**config.mk**
```make
export PLATFORM = sky130hd
export DESIGN_NAME = pipe_stall_sequencer
export DESIGN_NICKNAME = d
export VERILOG_FILES = /design/src/rtl/pipe_stall_sequencer.sv
export SDC_FILE = /design/constraint.sdc
export NUM_CORES = 1
export LEC_CHECK = 0
export BUFFER_PORTS_ARGS = -buffer_cell sky130_fd_sc_hd__buf_4
export CAP_MARGIN = 20
export CORE_MARGIN = 3
export CORE_UTILIZATION = 48
export DETAILED_ROUTE_END_ITERATION = 8
export PLACE_DENSITY = 0.74
export RECOVER_POWER = 100
export SLEW_MARGIN = 15
export SYNTH_ARGS = -nofsm -noshare
export SYNTH_HDL_FRONTEND = slang
export SYNTH_SLANG_ARGS = --single-unit
```
**constraint.sdc**
```tcl
create_clock -name clk -period 3.4 [get_ports clk]
set_input_delay 0.34 -clock clk [delete_from_list [all_inputs] [get_ports clk]]
set_output_delay 0.34 -clock clk [all_outputs]
set_load 0.05 [all_outputs]
```
**src/rtl/pipe_stall_sequencer.sv**
```systemverilog
// pipe_stall_sequencer
//   Central stall/flush sequencer for the 5-stage F/D/X/M/W core. Merges hazard
//   stall requests, the branch-taken flush and the data-memory req/ack handshake
//   into per-pipeline-register load enables and bubble controls. Also owns halt,
//   the memory-timeout error state and a saturating stall-cycle counter.
// Parameters
//   MEM_TIMEOUT  max cycles in MEM_WAIT without mem_ack before ERR (>=1)
//   CNT_W        width of stall_cycles
// Ports
//   clk, rst                    clock (rising edge), async active-high reset
//   fd/dx/xm_stall_req          hazard-unit stall requests (increasing depth)
//   br_taken                    branch in D resolved taken
//   m_mem_op, mem_ack           memory op valid in M / memory completes access
//   w_halt                      halt instruction in W
//   pc_en, fd_en..mw_en         PC and pipeline register load enables
//   fd_flush, *_bubble          load bubble into the matching register
//   mem_req                     data memory request
//   halted, mem_timeout         sticky halt / timeout error flags
//   stall_cycles                cycles with pc_en=0 since reset, saturating
module pipe_stall_sequencer #(
  parameter int unsigned MEM_TIMEOUT = 255,
  parameter int unsigned CNT_W       = 16
) (
  input  logic             clk,
  input  logic             rst,
  input  logic             fd_stall_req,
  input  logic             dx_stall_req,
  input  logic             xm_stall_req,
  input  logic             br_taken,
  input  logic             m_mem_op,
  input  logic             mem_ack,
  input  logic             w_halt,
  output logic             pc_en,
  output logic             fd_en,
  output logic             dx_en,
  output logic             xm_en,
  output logic             mw_en,
  output logic             fd_flush,
  output logic             dx_bubble,
  output logic             xm_bubble,
  output logic             mw_bubble,
  output logic             mem_req,
  output logic             halted,
  output logic             mem_timeout,
  output logic [CNT_W-1:0] stall_cycles
);

  localparam int unsigned TMR_W = (MEM_TIMEOUT < 2) ? 1 : $clog2(MEM_TIMEOUT + 1);

  localparam logic [1:0] ST_RUN      = 2'd0;
  localparam logic [1:0] ST_MEM_WAIT = 2'd1;
  localparam logic [1:0] ST_HALT     = 2'd2;
  localparam logic [1:0] ST_ERR      = 2'd3;

  logic [1:0]       state;
  logic [1:0]       state_next;
  logic [TMR_W-1:0] timer;
  logic             mem_blocked;

  always_comb begin
    state_next  = state;
    pc_en       = 1'b0;
    fd_en       = 1'b0;
    dx_en       = 1'b0;
    xm_en       = 1'b0;
    mw_en       = 1'b0;
    fd_flush    = 1'b0;
    dx_bubble   = 1'b0;
    xm_bubble   = 1'b0;
    mw_bubble   = 1'b0;
    mem_req     = 1'b0;
    mem_blocked = 1'b0;

    case (state)
      ST_RUN: begin
        if (w_halt) begin
          // Halt wins over a same-cycle memory op: no request is issued.
          state_next = ST_HALT;
        end else begin
          if (m_mem_op) begin
            mem_req = 1'b1;
            if (!mem_ack) begin
              mem_blocked = 1'b1;
              mw_en       = 1'b1;
              mw_bubble   = 1'b1;
              state_next  = ST_MEM_WAIT;
            end
          end
          // A single-cycle access (ack in the same cycle) falls through to the
          // hazard chain; br_taken only takes effect when nothing stalls.
          if (!mem_blocked) begin
            if (xm_stall_req) begin
              mw_en     = 1'b1;
              mw_bubble = 1'b1;
            end else if (dx_stall_req) begin
              xm_en     = 1'b1;
              xm_bubble = 1'b1;
              mw_en     = 1'b1;
            end else if (fd_stall_req) begin
              dx_en     = 1'b1;
              dx_bubble = 1'b1;
              xm_en     = 1'b1;
              mw_en     = 1'b1;
            end else begin
              pc_en    = 1'b1;
              fd_en    = 1'b1;
              dx_en    = 1'b1;
              xm_en    = 1'b1;
              mw_en    = 1'b1;
              fd_flush = br_taken;
            end
          end
        end
      end

      ST_MEM_WAIT: begin
        mem_req = 1'b1;
        if (mem_ack) begin
          pc_en      = 1'b1;
          fd_en      = 1'b1;
          dx_en      = 1'b1;
          xm_en      = 1'b1;
          mw_en      = 1'b1;
          state_next = ST_RUN;
        end else begin
          mw_en     = 1'b1;
          mw_bubble = 1'b1;
          if (timer == TMR_W'(MEM_TIMEOUT)) begin
            state_next = ST_ERR;
          end
        end
      end

      default: ;
    endcase

    // Outputs are forced quiet while reset is held, independent of state.
    if (rst) begin
      pc_en     = 1'b0;
      fd_en     = 1'b0;
      dx_en     = 1'b0;
      xm_en     = 1'b0;
      mw_en     = 1'b0;
      fd_flush  = 1'b0;
      dx_bubble = 1'b0;
      xm_bubble = 1'b0;
      mw_bubble = 1'b0;
      mem_req   = 1'b0;
    end
  end

  assign halted      = !rst && (state == ST_HALT);
  assign mem_timeout = !rst && (state == ST_ERR);

  always_ff @(posedge clk or posedge rst) begin
    if (rst) begin
      state <= ST_RUN;
    end else begin
      state <= state_next;
    end
  end

  // timer holds the number of cycles already spent waiting, starting at 1 on entry.
  always_ff @(posedge clk or posedge rst) begin
    if (rst) begin
      timer <= '0;
    end else if (state_next == ST_MEM_WAIT) begin
      if (state == ST_MEM_WAIT) begin
        timer <= timer + 1'b1;
      end else begin
        timer <= TMR_W'(1);
      end
    end else begin
      timer <= '0;
    end
  end

  always_ff @(posedge clk or posedge rst) begin
    if (rst) begin
      stall_cycles <= '0;
    end else if ((state == ST_RUN || state == ST_MEM_WAIT) && !pc_en
                 && (stall_cycles != '1)) begin
      stall_cycles <= stall_cycles + 1'b1;
    end
  end

endmodule

```
======== After elaboration in Yosys (flattened, before gate mapping) ========
Cells that the tools add are included.
cells by class
  add/subtract/negate cells ............... 2
  multiply operators ...................... 0
  divide/modulo/power cells ............... 0
  $lt $le $gt $ge ......................... 0
  eq/ne operators ......................... 6
  shift operators ......................... 0
  multiplexer cells ....................... 64
  bitwise operators ....................... 0
  reduce and logical (&&, ||, !) cells .... 8
operator list
  kind                                                                    count
  1-bit 2-to-1 mux                                                        50
  16-bit by 1-bit adder with 16-bit output (second input constant)        1
  8-bit 2-to-1 mux                                                        2
  16-bit inequality test (second input constant)                          1
  1-bit case mux with 2 select lines                                      6
  2-bit 2-to-1 mux                                                        5
  8-bit by 1-bit adder with 8-bit output (second input constant)          1
  8-bit equality test (second input constant)                             1
  2-bit by 1-bit equality test with 1-bit output (second input constant)  2
  2-bit equality test (second input constant)                             2
  1-bit logical AND                                                       4
  2-bit case mux with 2 select lines                                      1
  1-bit logical NOT                                                       2
  2-bit logical NOT                                                       1
  1-bit logical OR                                                        1
word-level totals
  bits in registers ....................... 26
  bits in latches ......................... 0
  RAM bits ................................ 0
  ROM bits ................................ 0
  input port bits ......................... 9
  output and inout port bits .............. 28
  word-level logic and storage cells ...... 83
  memories ................................ 0

======== Longest topological paths before layout ========
  word-level depth ........................ 11
  depth in mapped cells ................... 7
  depth with buffers taken out ............ 6

======== Least setup slack after synthesis ========
OpenSTA, ideal clock, no wires.
  kind .................................... reg2out
  from .................................... reg state[0]
  to ...................................... out fd_flush
  arrival ................................. 2,892 ps
  data required time ...................... 3,060 ps
  setup slack ............................. 168 ps
  cell stages (with the launch flop) ...... 6
  path buffers ............................ 1
  cell sequence ........................... dfrtp_1 > buf_2 > nor4_1 > nand2_1 > or2_2 > nor4b_1
between the ends
  longest elaborated chain between the ends .. 3
ends and longest elaborated chain
  what                    line  text
  start, declared         55    logic [1:0] state;
  start signal, assigned  159   state <= state_next;
  2-bit logical NOT       74    case (state)
  1-bit 2-to-1 mux        74
  1-bit 2-to-1 mux        138   if (rst) begin
  end, declared           38    output logic fd_flush,
Every way passes these cells.

======== Worst setup path in the final report ========
Same ends and word-level chain as after synthesis.

==> impl_metrics.yaml <==
synthesis:
  netlist-cell-type-count: 33
  postSynthRegisterBits: 26
  synthesis.instances: 147
  synth_top_area_frac: 0.4766
  avgSynthCellArea_sq_um: 9.286
  netlist_area_sq_um: 1365
  synth_top_area_cell: "sky130_fd_sc_hd__dfrtp_1"
  synth.net_count: 158
  synth.yosys.warnings: 0
  synthTopCellsByArea: "sky130_fd_sc_hd__dfrtp_1 (48%), sky130_fd_sc_hd__xor2_1 (9.6%), sky130_fd_sc_hd__nor2_1 (6.3%)"
  sequential_to_total_area_share_from_yosys_stat: 0.4766
floorplan:
  start_util: 0.5271
  io-pin-count: 37
  die-area_sq_um: 3519
  fp.coreArea_sq_um: 2590
  die_height_um: 59.33
  die-width_um: 59.33
  number_of_standard_cell_rows_in_the_floorplan: 18
worst_setup_path:
  critical_path.max_stage_delay_ns: 0.50
  worstSetupStartpointType: "flip-flop"
  arrival_ns: 2.45
  timing.critical_path.cells: "nor4_1 > nand2_1 > or2_2 > nor4b_1 > clkbuf_1"
  worst_path_max_delay_cell: "sky130_fd_sc_hd__clkbuf_1"
  critical_path_peak_fanout: 9
  worstSetupPathType: "flip-flop to output port"
  timing.critical_path.to_type: "output port"
  critical_path_required_ns: 3.06
  worst_case_register_to_register_setup_slack_ns: 0.83
clock_network:
  cts.path.max_buffers: 2
  clockRootBuffer: "sky130_fd_sc_hd__clkbuf_4"
  htree_num_levels: 1
  cts_sinks: 26
  cts_post_setup_buffers_inserted: 0
  insertion_delay_ns: 0.30
  clk_pin_slew_ns: 0.13
  tritoncts: "built"
  clock_buffers_created_by_tritoncts: 3
  cts_hold_buf: 0
  cts_resized: 0
power:
  fin_total_pwr_w: 0.0005202
  peak_supply_drop_v: 0.0002726
  power_density_nw_per_um2: 333.1
  power.static_leakage_nw: 0.6866
global_routing:
  total_congestion_overflow: 0
  grt_util_all_layers: 0.1752
  grt_pass1_wl_um: 4802
  grt_start_max_net_pins: 28
  via_count_of_the_first_global_routing_pass: 1077
  number_of_antenna_violations_at_the_first_check_in_global_routing: 0
placement:
  place_hpwl_um: 2277
  gp_congestion: 0.8991
  portBuffers: 36
sta:
  maxClockFrequency_mhz: 358.6
  final_worst_path_period_share: 0.8201
  report.final.slew_viol_count: 0
  setup_viol: 0
  fin_tns_setup_ns: 0
  number_of_hold_violations_in_the_final_report: 0
  timing.slew.headroom: 0.1726
  worst_slew_pin_slew_ns: 1.236
  rsz_0062_raised_after_global_routing: "no"
  worst_clock_skew_ns: 0.004549
  timing.final.crit_period_ns: 2.788
final_layout:
  layout.nets: 196
  number_of_filler_instances_in_the_final_layout: 253
  num_antenna_cells: 0
  syn2layout_area_growth_pct: 14.39
  drive_gt1_frac: 0.08743
min_path:
  timing.hold.worst.class: "input port to asynchronous set/reset pin"
drt:
  antenna_violating_nets_post_route: 0
  number_of_design_rule_violations_left_after_detail_routing: 0
  avgViaCountPerCell: 5.531
  drt_iter0_markers: 40
  drt-wirelength-per-cell_um: 13.69
  total_wirelength_of_the_detailed_routed_design_um: 2916
  vias: 1178
  drtPass1Iterations: 4
run:
  cap_violations: 0
run_status:
  outcome: "finished clean"
[where the power goes]
group / switching [W] / internal [W] / leakage, nW / total [W]
Combinational: 0.0000512 / 0.0000198 / 0.324 / 0.0000710
Sequential: 0.0000108 / 0.000316 / 0.349 / 0.000327
Clock: 0.0000813 / 0.0000413 / 0.0138 / 0.000123
Total: 0.000143 / 0.000377 / 0.687 / 0.000520
[through the flow]
| stage | utilization | hold slack (ns) | cells | cell area, sq um | worst slack, ns |
|---|---|---|---|---|---|
| global placement | 0.6382 | 0.4644 | 210 | 1653 | 1.275 |
| detailed placement | 0.6382 | 0.4713 | 210 | 1653 | 1.199 |
| floorplan | - | 0.3885 | 147 | 1365 | 0.1678 |
| CTS | 0.6469 | 0.1258 | 213 | 1675 | 0.8452 |
| global route | 0.6029 | 0.1937 | 213 | 1562 | 0.4802 |
| finish | 0.6029 | 0.1742 | 213 | 1562 | 0.6116 |
[layer usage]
layer | GRT usage | routed length, um | vias to the layer above | part of all wire
met2 | 0.2902 | 1341 | 33 | 0.46
met5 | 0 | 0 | - | 0
met1 | 0.2429 | 1375 | 571 | 0.47
met4 | 0.03560 | 0 | 0 | 0
li1 | - | - | 574 | -
met3 | 0.02832 | 200 | 0 | 0.069
[sequential cells by signal (all words and copies together) (netlist names)]
| name | flops |
|---|---|
| timer | 8 |
| state | 2 |
| stall_cycles | 16 |
[cell usage in the layout (no fill, tap or decap)]
cell type	count
sky130_fd_sc_hd__clkbuf_1	29
sky130_fd_sc_hd__dfrtp_1	26
sky130_fd_sc_hd__nor2_1	23
sky130_fd_sc_hd__xor2_1	15
sky130_fd_sc_hd__nand2_1	13
sky130_fd_sc_hd__nor3_1	9
sky130_fd_sc_hd__inv_1	8
sky130_fd_sc_hd__buf_4	8
sky130_fd_sc_hd__nand3_1	6
sky130_fd_sc_hd__xnor2_1	6
sky130_fd_sc_hd__nand4_1	5
sky130_fd_sc_hd__a21oi_1	5
sky130_fd_sc_hd__nor4_1	3
sky130_fd_sc_hd__clkbuf_4	3
sky130_fd_sc_hd__nand2b_1	2
sky130_fd_sc_hd__or4_1	2
sky130_fd_sc_hd__or2_2	2
sky130_fd_sc_hd__a31oi_1	2
sky130_fd_sc_hd__nor3b_1	2
sky130_fd_sc_hd__ha_1	2
sky130_fd_sc_hd__nor2b_1	1
sky130_fd_sc_hd__a32oi_1	1
sky130_fd_sc_hd__o211ai_1	1
sky130_fd_sc_hd__and4_1	1
sky130_fd_sc_hd__o21ai_0	1
sky130_fd_sc_hd__and3_1	1
sky130_fd_sc_hd__o21a_1	1
sky130_fd_sc_hd__nor4b_1	1
sky130_fd_sc_hd__or3_1	1
sky130_fd_sc_hd__nor2_2	1
sky130_fd_sc_hd__or3_2	1
sky130_fd_sc_hd__mux2_2	1
[cells in the mapped netlist, drive strengths merged]
library cell and instances:
xor2 15, mux2 1, clkbuf 1, a31oi 2, or2 2, and3 1, nor3b 2, nor3 9
or4 2, inv 8, or3 2, buf 3, o211ai 1, a21oi 5, nand3 6, a32oi 1
and4 1, nor4 3, nand4 5, xnor2 6, nand2 13, nor2 24, nand2b 2, nor2b 1
ha 2, dfrtp 26, nor4b 1, o21ai 1, o21a 1
[logic make-up after synthesis]
logic type,Yosys count,share of synthesized area
flops,26,0.4766
buf+inv,12,0.04216
simple gates,74,0.2677
xor+xnor,21,0.1347
compound gates,11,0.05224
mux,1,0.008249
fa+ha+maj,2,0.01833
[layout make-up]
type                    count  area, sq um  area share
multi-input cells         109        651.9      0.4175
flip-flops and latches     26        650.6      0.4167
repair buffers             37        168.9      0.1082
well taps                  30        37.54     0.02404
inverters                   8        30.03     0.01923
clock buffers               3        22.52     0.01442
[worst max-delay path, delay by kind of cell, from the launching register on]
family	cells	cell delay, ns
AND/OR/NAND/NOR	4	1.17
buffers and inverters	1	0.50
flip-flops	1	0.48
[path summary, 6_finish.rpt]
path                                  startpoint          endpoint  cells after the start
worst min-delay path                         rst  stall_cycles[14]                      3
worst max-delay path                    state[0]          fd_flush                      5
min in group clk                         mem_ack          timer[0]                      2
max in group asynchronous                    rst          state[0]                      3
worst max register to register          state[0]   stall_cycles[1]                      4
worst min register to register  stall_cycles[12]  stall_cycles[12]                      1
(Power assumes the default switching activity.)
